===== src/rtl/sync_fifo_param.sv =====
// sync_fifo_param - single-clock FIFO with configurable width and depth.
//
// Depth may be any value >= 2. Pointers wrap from DEPTH-1 back to 0 by an
// explicit compare, so depths that are not a power of two are handled.
// Occupancy is kept in a dedicated count register. All status flags are
// decoded directly from that register, so they never lag the count.
//
// Parameters:
//   WIDTH    - data word width in bits
//   DEPTH    - number of storage entries (>= 2)
//   AF_LEVEL - almost_full asserts when count >= AF_LEVEL (1..DEPTH)
//   AE_LEVEL - almost_empty asserts when count <= AE_LEVEL (0..DEPTH-1)
//
// Ports:
//   clk          in   clock; all state changes on its rising edge
//   rst          in   asynchronous reset, active low
//   clr          in   synchronous flush; empties the FIFO and clears error
//                     flags. Takes priority over w_en/r_en
//   w_en         in   write request
//   data_in      in   write data
//   r_en         in   read request
//   data_out     out  registered read data; holds when no read is accepted
//   rd_valid     out  one-cycle strobe: data_out was updated by a read
//   full         out  count == DEPTH
//   empty        out  count == 0
//   almost_full  out  count >= AF_LEVEL
//   almost_empty out  count <= AE_LEVEL
//   count        out  current occupancy, 0..DEPTH
//   overflow     out  sticky: a write was rejected
//   underflow    out  sticky: a read was rejected
module sync_fifo_param #(
    parameter int WIDTH    = 8,
    parameter int DEPTH    = 16,
    parameter int AF_LEVEL = 14,
    parameter int AE_LEVEL = 2
) (
    input  logic                         clk,
    input  logic                         rst,
    input  logic                         clr,
    input  logic                         w_en,
    input  logic [WIDTH-1:0]             data_in,
    input  logic                         r_en,
    output logic [WIDTH-1:0]             data_out,
    output logic                         rd_valid,
    output logic                         full,
    output logic                         empty,
    output logic                         almost_full,
    output logic                         almost_empty,
    output logic [$clog2(DEPTH+1)-1:0]   count,
    output logic                         overflow,
    output logic                         underflow
);

    localparam int PW = $clog2(DEPTH);
    localparam int CW = $clog2(DEPTH + 1);

    localparam logic [PW-1:0] PTR_LAST = PW'(DEPTH - 1);
    localparam logic [PW-1:0] PTR_ONE  = PW'(1);
    localparam logic [CW-1:0] CNT_FULL = CW'(DEPTH);
    localparam logic [CW-1:0] CNT_ONE  = CW'(1);
    localparam logic [CW-1:0] CNT_AF   = CW'(AF_LEVEL);
    localparam logic [CW-1:0] CNT_AE   = CW'(AE_LEVEL);

    // Wrap by compare so non-power-of-two depths never address past DEPTH-1.
    function automatic logic [PW-1:0] ptr_inc(input logic [PW-1:0] p);
        return (p == PTR_LAST) ? '0 : p + PTR_ONE;
    endfunction

    logic [WIDTH-1:0] mem_q [DEPTH];

    logic [PW-1:0]    w_ptr_q, w_ptr_d;
    logic [PW-1:0]    r_ptr_q, r_ptr_d;
    logic [CW-1:0]    count_q, count_d;
    logic [WIDTH-1:0] data_out_q, data_out_d;
    logic             rd_valid_q, rd_valid_d;
    logic             overflow_q, overflow_d;
    logic             underflow_q, underflow_d;

    logic full_s, empty_s;
    logic wr_acc, rd_acc;

    // Status decode from the count register (no lag relative to count).
    always_comb begin
        full_s  = (count_q == CNT_FULL);
        empty_s = (count_q == '0);
        // A write while full is legal only alongside a read, which is then
        // always accepted because a full FIFO (DEPTH >= 2) is never empty.
        wr_acc  = w_en & (~full_s | r_en);
        rd_acc  = r_en & ~empty_s;
    end

    always_comb begin
        w_ptr_d     = w_ptr_q;
        r_ptr_d     = r_ptr_q;
        count_d     = count_q;
        data_out_d  = data_out_q;
        rd_valid_d  = 1'b0;
        overflow_d  = overflow_q;
        underflow_d = underflow_q;

        if (clr) begin
            w_ptr_d     = '0;
            r_ptr_d     = '0;
            count_d     = '0;
            overflow_d  = 1'b0;
            underflow_d = 1'b0;
        end else begin
            if (wr_acc) begin
                w_ptr_d = ptr_inc(w_ptr_q);
            end
            if (rd_acc) begin
                r_ptr_d    = ptr_inc(r_ptr_q);
                // Array is read before the same-edge write lands, so a
                // read/write to the same entry returns the old word.
                data_out_d = mem_q[r_ptr_q];
                rd_valid_d = 1'b1;
            end
            if (wr_acc && !rd_acc) begin
                count_d = count_q + CNT_ONE;
            end else if (rd_acc && !wr_acc) begin
                count_d = count_q - CNT_ONE;
            end
            if (w_en && full_s && !r_en) begin
                overflow_d = 1'b1;
            end
            if (r_en && empty_s) begin
                underflow_d = 1'b1;
            end
        end
    end

    // Storage has no reset; flush suppresses the write on that edge.
    always_ff @(posedge clk) begin
        if (wr_acc && !clr) begin
            mem_q[w_ptr_q] <= data_in;
        end
    end

    always_ff @(posedge clk or negedge rst) begin
        if (!rst) begin
            w_ptr_q     <= '0;
            r_ptr_q     <= '0;
            count_q     <= '0;
            data_out_q  <= '0;
            rd_valid_q  <= 1'b0;
            overflow_q  <= 1'b0;
            underflow_q <= 1'b0;
        end else begin
            w_ptr_q     <= w_ptr_d;
            r_ptr_q     <= r_ptr_d;
            count_q     <= count_d;
            data_out_q  <= data_out_d;
            rd_valid_q  <= rd_valid_d;
            overflow_q  <= overflow_d;
            underflow_q <= underflow_d;
        end
    end

    assign data_out     = data_out_q;
    assign rd_valid     = rd_valid_q;
    assign count        = count_q;
    assign full         = full_s;
    assign empty        = empty_s;
    assign almost_full  = (count_q >= CNT_AF);
    assign almost_empty = (count_q <= CNT_AE);
    assign overflow     = overflow_q;
    assign underflow    = underflow_q;

endmodule

===== config.mk =====
export PLATFORM = sky130hd
export DESIGN_NAME = sync_fifo_param
export DESIGN_NICKNAME = d
export VERILOG_FILES = /design/src/rtl/sync_fifo_param.sv
export SDC_FILE = /design/constraint.sdc
export NUM_CORES = 1
export LEC_CHECK = 0
export ABC_AREA = 1
export BUFFER_PORTS_ARGS = -buffer_cell sky130_fd_sc_hd__buf_2
export CAP_MARGIN = 20
export CORE_MARGIN = 1
export CORE_UTILIZATION = 25
export CTS_CLUSTER_DIAMETER = 30
export CTS_CLUSTER_SIZE = 14
export DETAILED_ROUTE_END_ITERATION = 16
export SLEW_MARGIN = 20
export SYNTH_ARGS = -nofsm -noshare
export SYNTH_HDL_FRONTEND = slang
export SYNTH_SLANG_ARGS = --single-unit

===== constraint.sdc =====
create_clock -name clk -period 4.2 [get_ports clk]
set_clock_uncertainty 0.15 [all_clocks]
set_input_delay 0.84 -clock clk [delete_from_list [all_inputs] [get_ports clk]]
set_output_delay 0.84 -clock clk [all_outputs]
set_load 0.01 [all_outputs]

==> results_dict.tcl, run 1 <==
set metrics [dict create \
    outcome "complete, but fails checks" \
    violations "design-rule violations" \
    grt_use_total_pct 12.2 \
    synth_top_area_share_pct 57.0 \
    cts-hold-fix-buffers 0 \
    synth-main-ff-cell "edfxtp_1" \
    hold_viol_final 0 \
    port_buffers 32 \
    diodes 0 \
    dr.pass1.iters 11 \
    place.gp.congestion 0.809 \
    start_util_pct 25.7 \
    htreeDepth 4 \
    drive_above_1_share_pct 11.3 \
    clkTransAtPathRegs_ns 0.06 \
    grt_max_degree 67 \
    r2r_cells 6 \
    cts_buffers 17 \
    rsz0062_at_grt "no" \
    ys_seq_area_share_pct 65.9 \
    setup_viol 0 \
    antenna_found_initial 0 \
    yosys_warnings 0 \
    post_cts_buffers 0 \
    rows 59 \
    max_cap_violations 0 \
    slew_headroom_pct 33.2 \
    whs_ns 0.256 \
    syn_inst 659 \
    r2r_setup_slack_ns 1.85 \
    period_minus_slack_ns 2.47 \
    cts-root-buf "clkbuf_16" \
    coreArea_um2 26300 \
    avgSynthCellArea_um2 10.2 \
    synthToLayoutAreaGrowth_pct 14.9 \
    fp.dieW_um 166 \
    crit_fanout 7 \
    cts_tree "built" \
    post_cts_resized 0 \
    r2r_end "mem_q[14][5]$_DFFE_PP_" \
    nets 710 \
    synthTopCellsByArea "edfxtp_1 57%, nand2_1 15%, dfrtp_1 8.9%, nand3_1 5.7%, inv_1 2.6%" \
    final_cells 1034 \
    drtIter0Drc 362 \
    worstPathArrival_ns 1.48 \
    ios 33 \
    grt_pass1_vias 4493 \
    worstSkewPairLatency_ns 0.42 \
    ant_nets 0 \
    setup_tns_ns 0 \
    cts.sinks 152 \
    wl_per_cell_um 15.4 \
    finalCritPeriodShare_pct 58.8 \
    r2r_start "count[2]$_DFFE_PN0P_" \
    synth-edff-count 128 \
    finalWirelength_mm 16.0 \
    holdCritPathClass "in -> async" \
    drc 2 \
    grt_pass1_wl_mm 25.4 \
    ys_types 30 \
    vias 4505 \
    synth_top_area_cell "edfxtp_1" \
    overflow 0 \
    netlist_area_um2 6740 \
    die_y_um 166 \
    slew_viol_final 0 \
    dp_hpwl_mm 10.3 \
    ir_drop_mv 0.266 \
    ys_ff_latch 152 \
    worstMarginPinSlew_ns 0.995 \
    p_leak_nw 3.20 \
    placed_cells 1003 \
    syn_nets 682 \
    async_flop_share_pct 15.8 \
    power.density_nw_per_um2 580 \
    crit_required_ns 3.21 \
    cp-end-kind "output port" \
    vias_per_cell 4.36 \
    cts.path.max_buffers 2 \
    worstSetupStartpointType "flop" \
    path_class "reg -> out" \
    die-area_um2 27600 \
    fmax_ghz 0.405 \
]
power breakdown:
group | switching, mW | internal, mW
registers | 0.0851 | 1.72
logic | 0.801 | 0.368
clock network | 0.590 | 0.924
critical path: stages (launching register included):
cell and delay, ns:
dfrtp_1 0.47, a2111oi_0 0.39, buf_2 0.20
final cells by class:
cell class	instances	area [um2]
fillers	2707	18500
clock buffers	18	429
repair buffers	37	198
inverters	53	200
clock inverters	13	154
well taps	335	419
flip-flops and latches	152	4450
multi-input cells	426	1910
worst max-delay path by stage:
stage / start / endpoint / slack [ns]
CTS: count[0]$_DFFE_PN0P_ / almost_empty / 1.71
finish: count[0]$_DFFE_PN0P_ / almost_empty / 1.73
floorplan: r_en / count[4]$_DFFE_PN0P_ / 1.91
global route: count[0]$_DFFE_PN0P_ / almost_empty / 1.59
detailed placement: r_en / mem_q[14][5]$_DFFE_PP_ / 1.40
global placement: r_en / mem_q[0][6]$_DFFE_PP_ / 1.45
flip-flops by register name (all words and copies together) (netlist names):
register	count
mem_q	128
data_out	8
underflow	1
w_ptr_q	4
rd_valid	1
overflow	1
count	5
r_ptr_q	4
cells in the mapped netlist (2+ instances only):
library cell / n
edfxtp_1: 128
o22ai_1: 3
ha_1: 9
o21ai_1: 9
xor2_1: 2
nor3_1: 3
nand2_1: 264
nand3_1: 77
nor2_1: 36
inv_2: 5
dfrtp_1: 24
buf_2: 12
nor2_4: 2
clkinv_1: 2
buf_4: 2
buf_6: 9
o21ai_0: 3
nor2_2: 2
clkbuf_1: 5
nand4_1: 3
a21oi_1: 5
inv_1: 46
routing by layer:
layer	global-route usage, %	routed length (um)	vias up
met2	20.2	7650	103
met4	5.03	328	0
met1	15.7	7100	2156
li1	-	-	2222
met3	2.53	890	24
met5	0	0	-
kinds of logic (layout without fill, tap and decap cells):
group / count (synthesis) / after routing / synth area share [%]
AOI/OAI and AO/OA: 22 / 22 / 1.80
adders and majority gates: 10 / 10 / 1.97
buffers and inverters: 81 / 121 / 5.84
xor gates and xnor gates: 3 / 3 / 0.390
and+or+nand+nor: 391 / 391 / 24.1
DFF: 152 / 152 / 65.9
cell usage in the layout (no fill, tap or decap), types with 2 or more instances in the layout:
| master | instances |
|---|---|
| a21oi_1 | 5 |
| buf_2 | 32 |
| buf_4 | 5 |
| bufinv_16 | 3 |
| clkbuf_16 | 17 |
| clkinv_1 | 5 |
| clkinv_2 | 2 |
| clkinvlp_4 | 4 |
| dfrtp_1 | 23 |
| edfxtp_1 | 128 |
| ha_1 | 9 |
| inv_1 | 46 |
| inv_2 | 4 |
| nand2_1 | 264 |
| nand3_1 | 77 |
| nand4_1 | 3 |
| nor2_1 | 36 |
| nor2_2 | 2 |
| nor2_4 | 2 |
| nor3_1 | 3 |
| o21ai_0 | 3 |
| o21ai_1 | 9 |
| o22ai_1 | 3 |
| xor2_1 | 2 |
metrics by stage:
stage               cell area [um2]  util (%)  setup slack (ns)  total power [mW]
floorplan                      6740         -              1.91              2.71
global placement               7170      27.3              1.45              3.01
detailed placement             7170      27.3              1.40              3.02
CTS                            7750      29.5              1.71              4.52
global route                   7750      29.5              1.59              4.77
finish                         7750      29.5              1.73              4.49
No activity file was read; power rests on OpenSTA's default activity.
==> inputs of run 2 (changes only) <==
clock period = 2.5 ns   (was 4.2 ns; I/O delays follow)
==> results_dict.tcl, run 2 (same netlist as run 1, synthesis figures left out) <==
set metrics [dict create \
    crit_required_ns 2.67 \
    power.density_nw_per_um2 963 \
    htreeDepth 4 \
    r2r_end "count[4]$_DFFE_PN0P_" \
    setup_ws_ns 0.213 \
    grt_pass1_vias 4644 \
    cp-endpoint "count[4]$_DFFE_PN0P_" \
    setup_tns_ns 0 \
    power.internal_mw 5.13 \
    die_y_um 166 \
    antenna_found_initial 0 \
    comb_power_share_pct 26.8 \
    cts.path.max_buffers 2 \
    nets 729 \
    grt_pass1_wl_mm 25.3 \
    fp.dieW_um 166 \
    synthToLayoutAreaGrowth_pct 17.5 \
    ios 33 \
    holdCritPathClass "in -> reg" \
    start_util_pct 25.7 \
    diodes 0 \
    period_minus_slack_ns 2.29 \
    grt_use_total_pct 12.0 \
    drive_above_1_share_pct 13.6 \
    crit_fanout 8 \
    slew_viol_final 0 \
    slew_headroom_pct 62.7 \
    worstSetupStartpointType "flop" \
    cts.sinks 152 \
    drc 2 \
    worstPathArrival_ns 2.45 \
    whs_ns 0.260 \
    dp_slack_ns 0.224 \
    busiest_layer "met2" \
    violations "design-rule violations" \
    max_cap_violations 0 \
    rows 59 \
    clkTransAtPathRegs_ns 0.06 \
    p_sw_mw 2.50 \
    port_buffers 32 \
    vias_per_cell 4.39 \
    rsz0062_at_grt "no" \
    worstMarginPinSlew_ns 0.559 \
    post_cts_resized 0 \
    dp_hpwl_mm 10.1 \
    r2r_setup_slack_ns 0.21 \
    met3_usage_pct 2.41 \
    ant_nets 0 \
    switching_share_pct 32.8 \
    n_fill_cell 2680 \
    outcome "complete, but fails checks" \
    seq_power_share_pct 39.7 \
    cts_tree "built" \
    drtIter0Drc 445 \
    layout_commonest_cell "nand2_1" \
    coreArea_um2 26300 \
    die-area_um2 27600 \
    worstHoldPathCells 3 \
    ir_drop_mv 0.345 \
    dr.pass1.iters 10 \
    hold_viol_final 0 \
    regMostFlops "mem_q" \
    layout_common_cells "264 x nand2_1, 128 x edfxtp_1, 77 x nand3_1" \
    startpoint "count[2]$_DFFE_PN0P_" \
    cts-root-buf "clkbuf_16" \
    worstSkewPairLatency_ns 0.42 \
    p_leak_nw 3.33 \
    fmax_ghz 0.437 \
    cp-end-kind "flop" \
    r2r_start "count[2]$_DFFE_PN0P_" \
    path_class "reg -> reg" \
    place.gp.congestion 0.836 \
    setup_viol 0 \
    fin_util_pct 30.2 \
    r2r_cells 13 \
    grt_max_degree 67 \
    overflow 0 \
    cts_buffers 17 \
    clkPwrFrac_pct 33.5 \
    finalCritPeriodShare_pct 91.5 \
    vias 4624 \
    largest_reg_flops 128 \
    global_route.usage.met1_pct 14.9 \
    wl_per_cell_um 14.6 \
    finalWirelength_mm 15.4 \
    use_met2_pct 19.6 \
]
-- run 2: cell count changes in the layout (fill, tap and decap cells not counted), sizes merged --
cell	before	now
inv	51	52
clkinvlp	4	0
clkinv	8	9
dlygate4sd3	0	1
buf	37	55
clkbuf	18	21
-- run 2: repair_timing --
| item | 4_1_cts | 5_1_grt |
|---|---|---|
| buffers inserted | 0 | 0 |
| endpoints found under the hold margin | 24 | 0 |
| hold buffers | 1 | 0 |
-- run 2: routing by layer --
metal	vias to the layer above	part of all wire [%]	routed length (um)
met4	0	2.9	449
met5	-	0	0
met3	29	5.6	860
li1	2267	-	-
met1	2186	42	6490
met2	142	49	7620
-- run 2: how the worst min path moves through the flow --
stage                                  from                       to  slack, ns
floorplan                               rst     count[0]$_DFFE_PN0P_       0.05
global placement    data_out[4]$_DFFE_PN0P_  data_out[4]$_DFFE_PN0P_       0.31
detailed placement  data_out[1]$_DFFE_PN0P_  data_out[1]$_DFFE_PN0P_       0.31
CTS                                    r_en    underflow$_DFFE_PN0P_       0.25
global route                           r_en    underflow$_DFFE_PN0P_       0.27
finish                                 r_en    underflow$_DFFE_PN0P_       0.26
-- run 2: critical path, stage by stage (launching register included) --
cell     delay (ns)
dfrtp_1        0.46
nor2_2         0.20
nand3_2        0.13
nand2_4        0.11
nand3_4        0.13
fa_1           0.43
nand3_1        0.12
nand4_1        0.09
nand2_1        0.10
inv_1          0.05
nand2_1        0.06
nand2_1        0.05
nand2_1        0.05
nand2_1        0.05
-- run 2: cell type report --
type / count / area (um2) / area share (%)
Timing Repair Buffer: 56 / 368 / 4.64
Multi-Input combinational cell: 426 / 1910 / 24.0
Clock inverter: 11 / 149 / 1.88
Clock buffer: 21 / 440 / 5.56
Tap cell: 335 / 419 / 5.29
Sequential cell: 152 / 4450 / 56.1
Inverter: 53 / 199 / 2.51
-- run 2: power by group through the flow --
stage	clock network, mW	registers [mW]	logic [mW]
after floorplan	0	3.11	1.45
after global placement	0	3.07	2.06
after detailed placement	0	3.08	2.07
after CTS	2.62	3.03	2.08
after global routing	2.70	3.05	2.34
final	2.56	3.03	2.05
-- run 2: per-stage QoR --
stage | std cells | instance area, um2 | total power, mW
after global placement | 1021 | 7330 | 5.13
after floorplan | 659 | 6740 | 4.55
final | 1054 | 7930 | 7.63
after CTS | 1054 | 7930 | 7.73
after detailed placement | 1021 | 7330 | 5.15
after global routing | 1054 | 7930 | 8.09
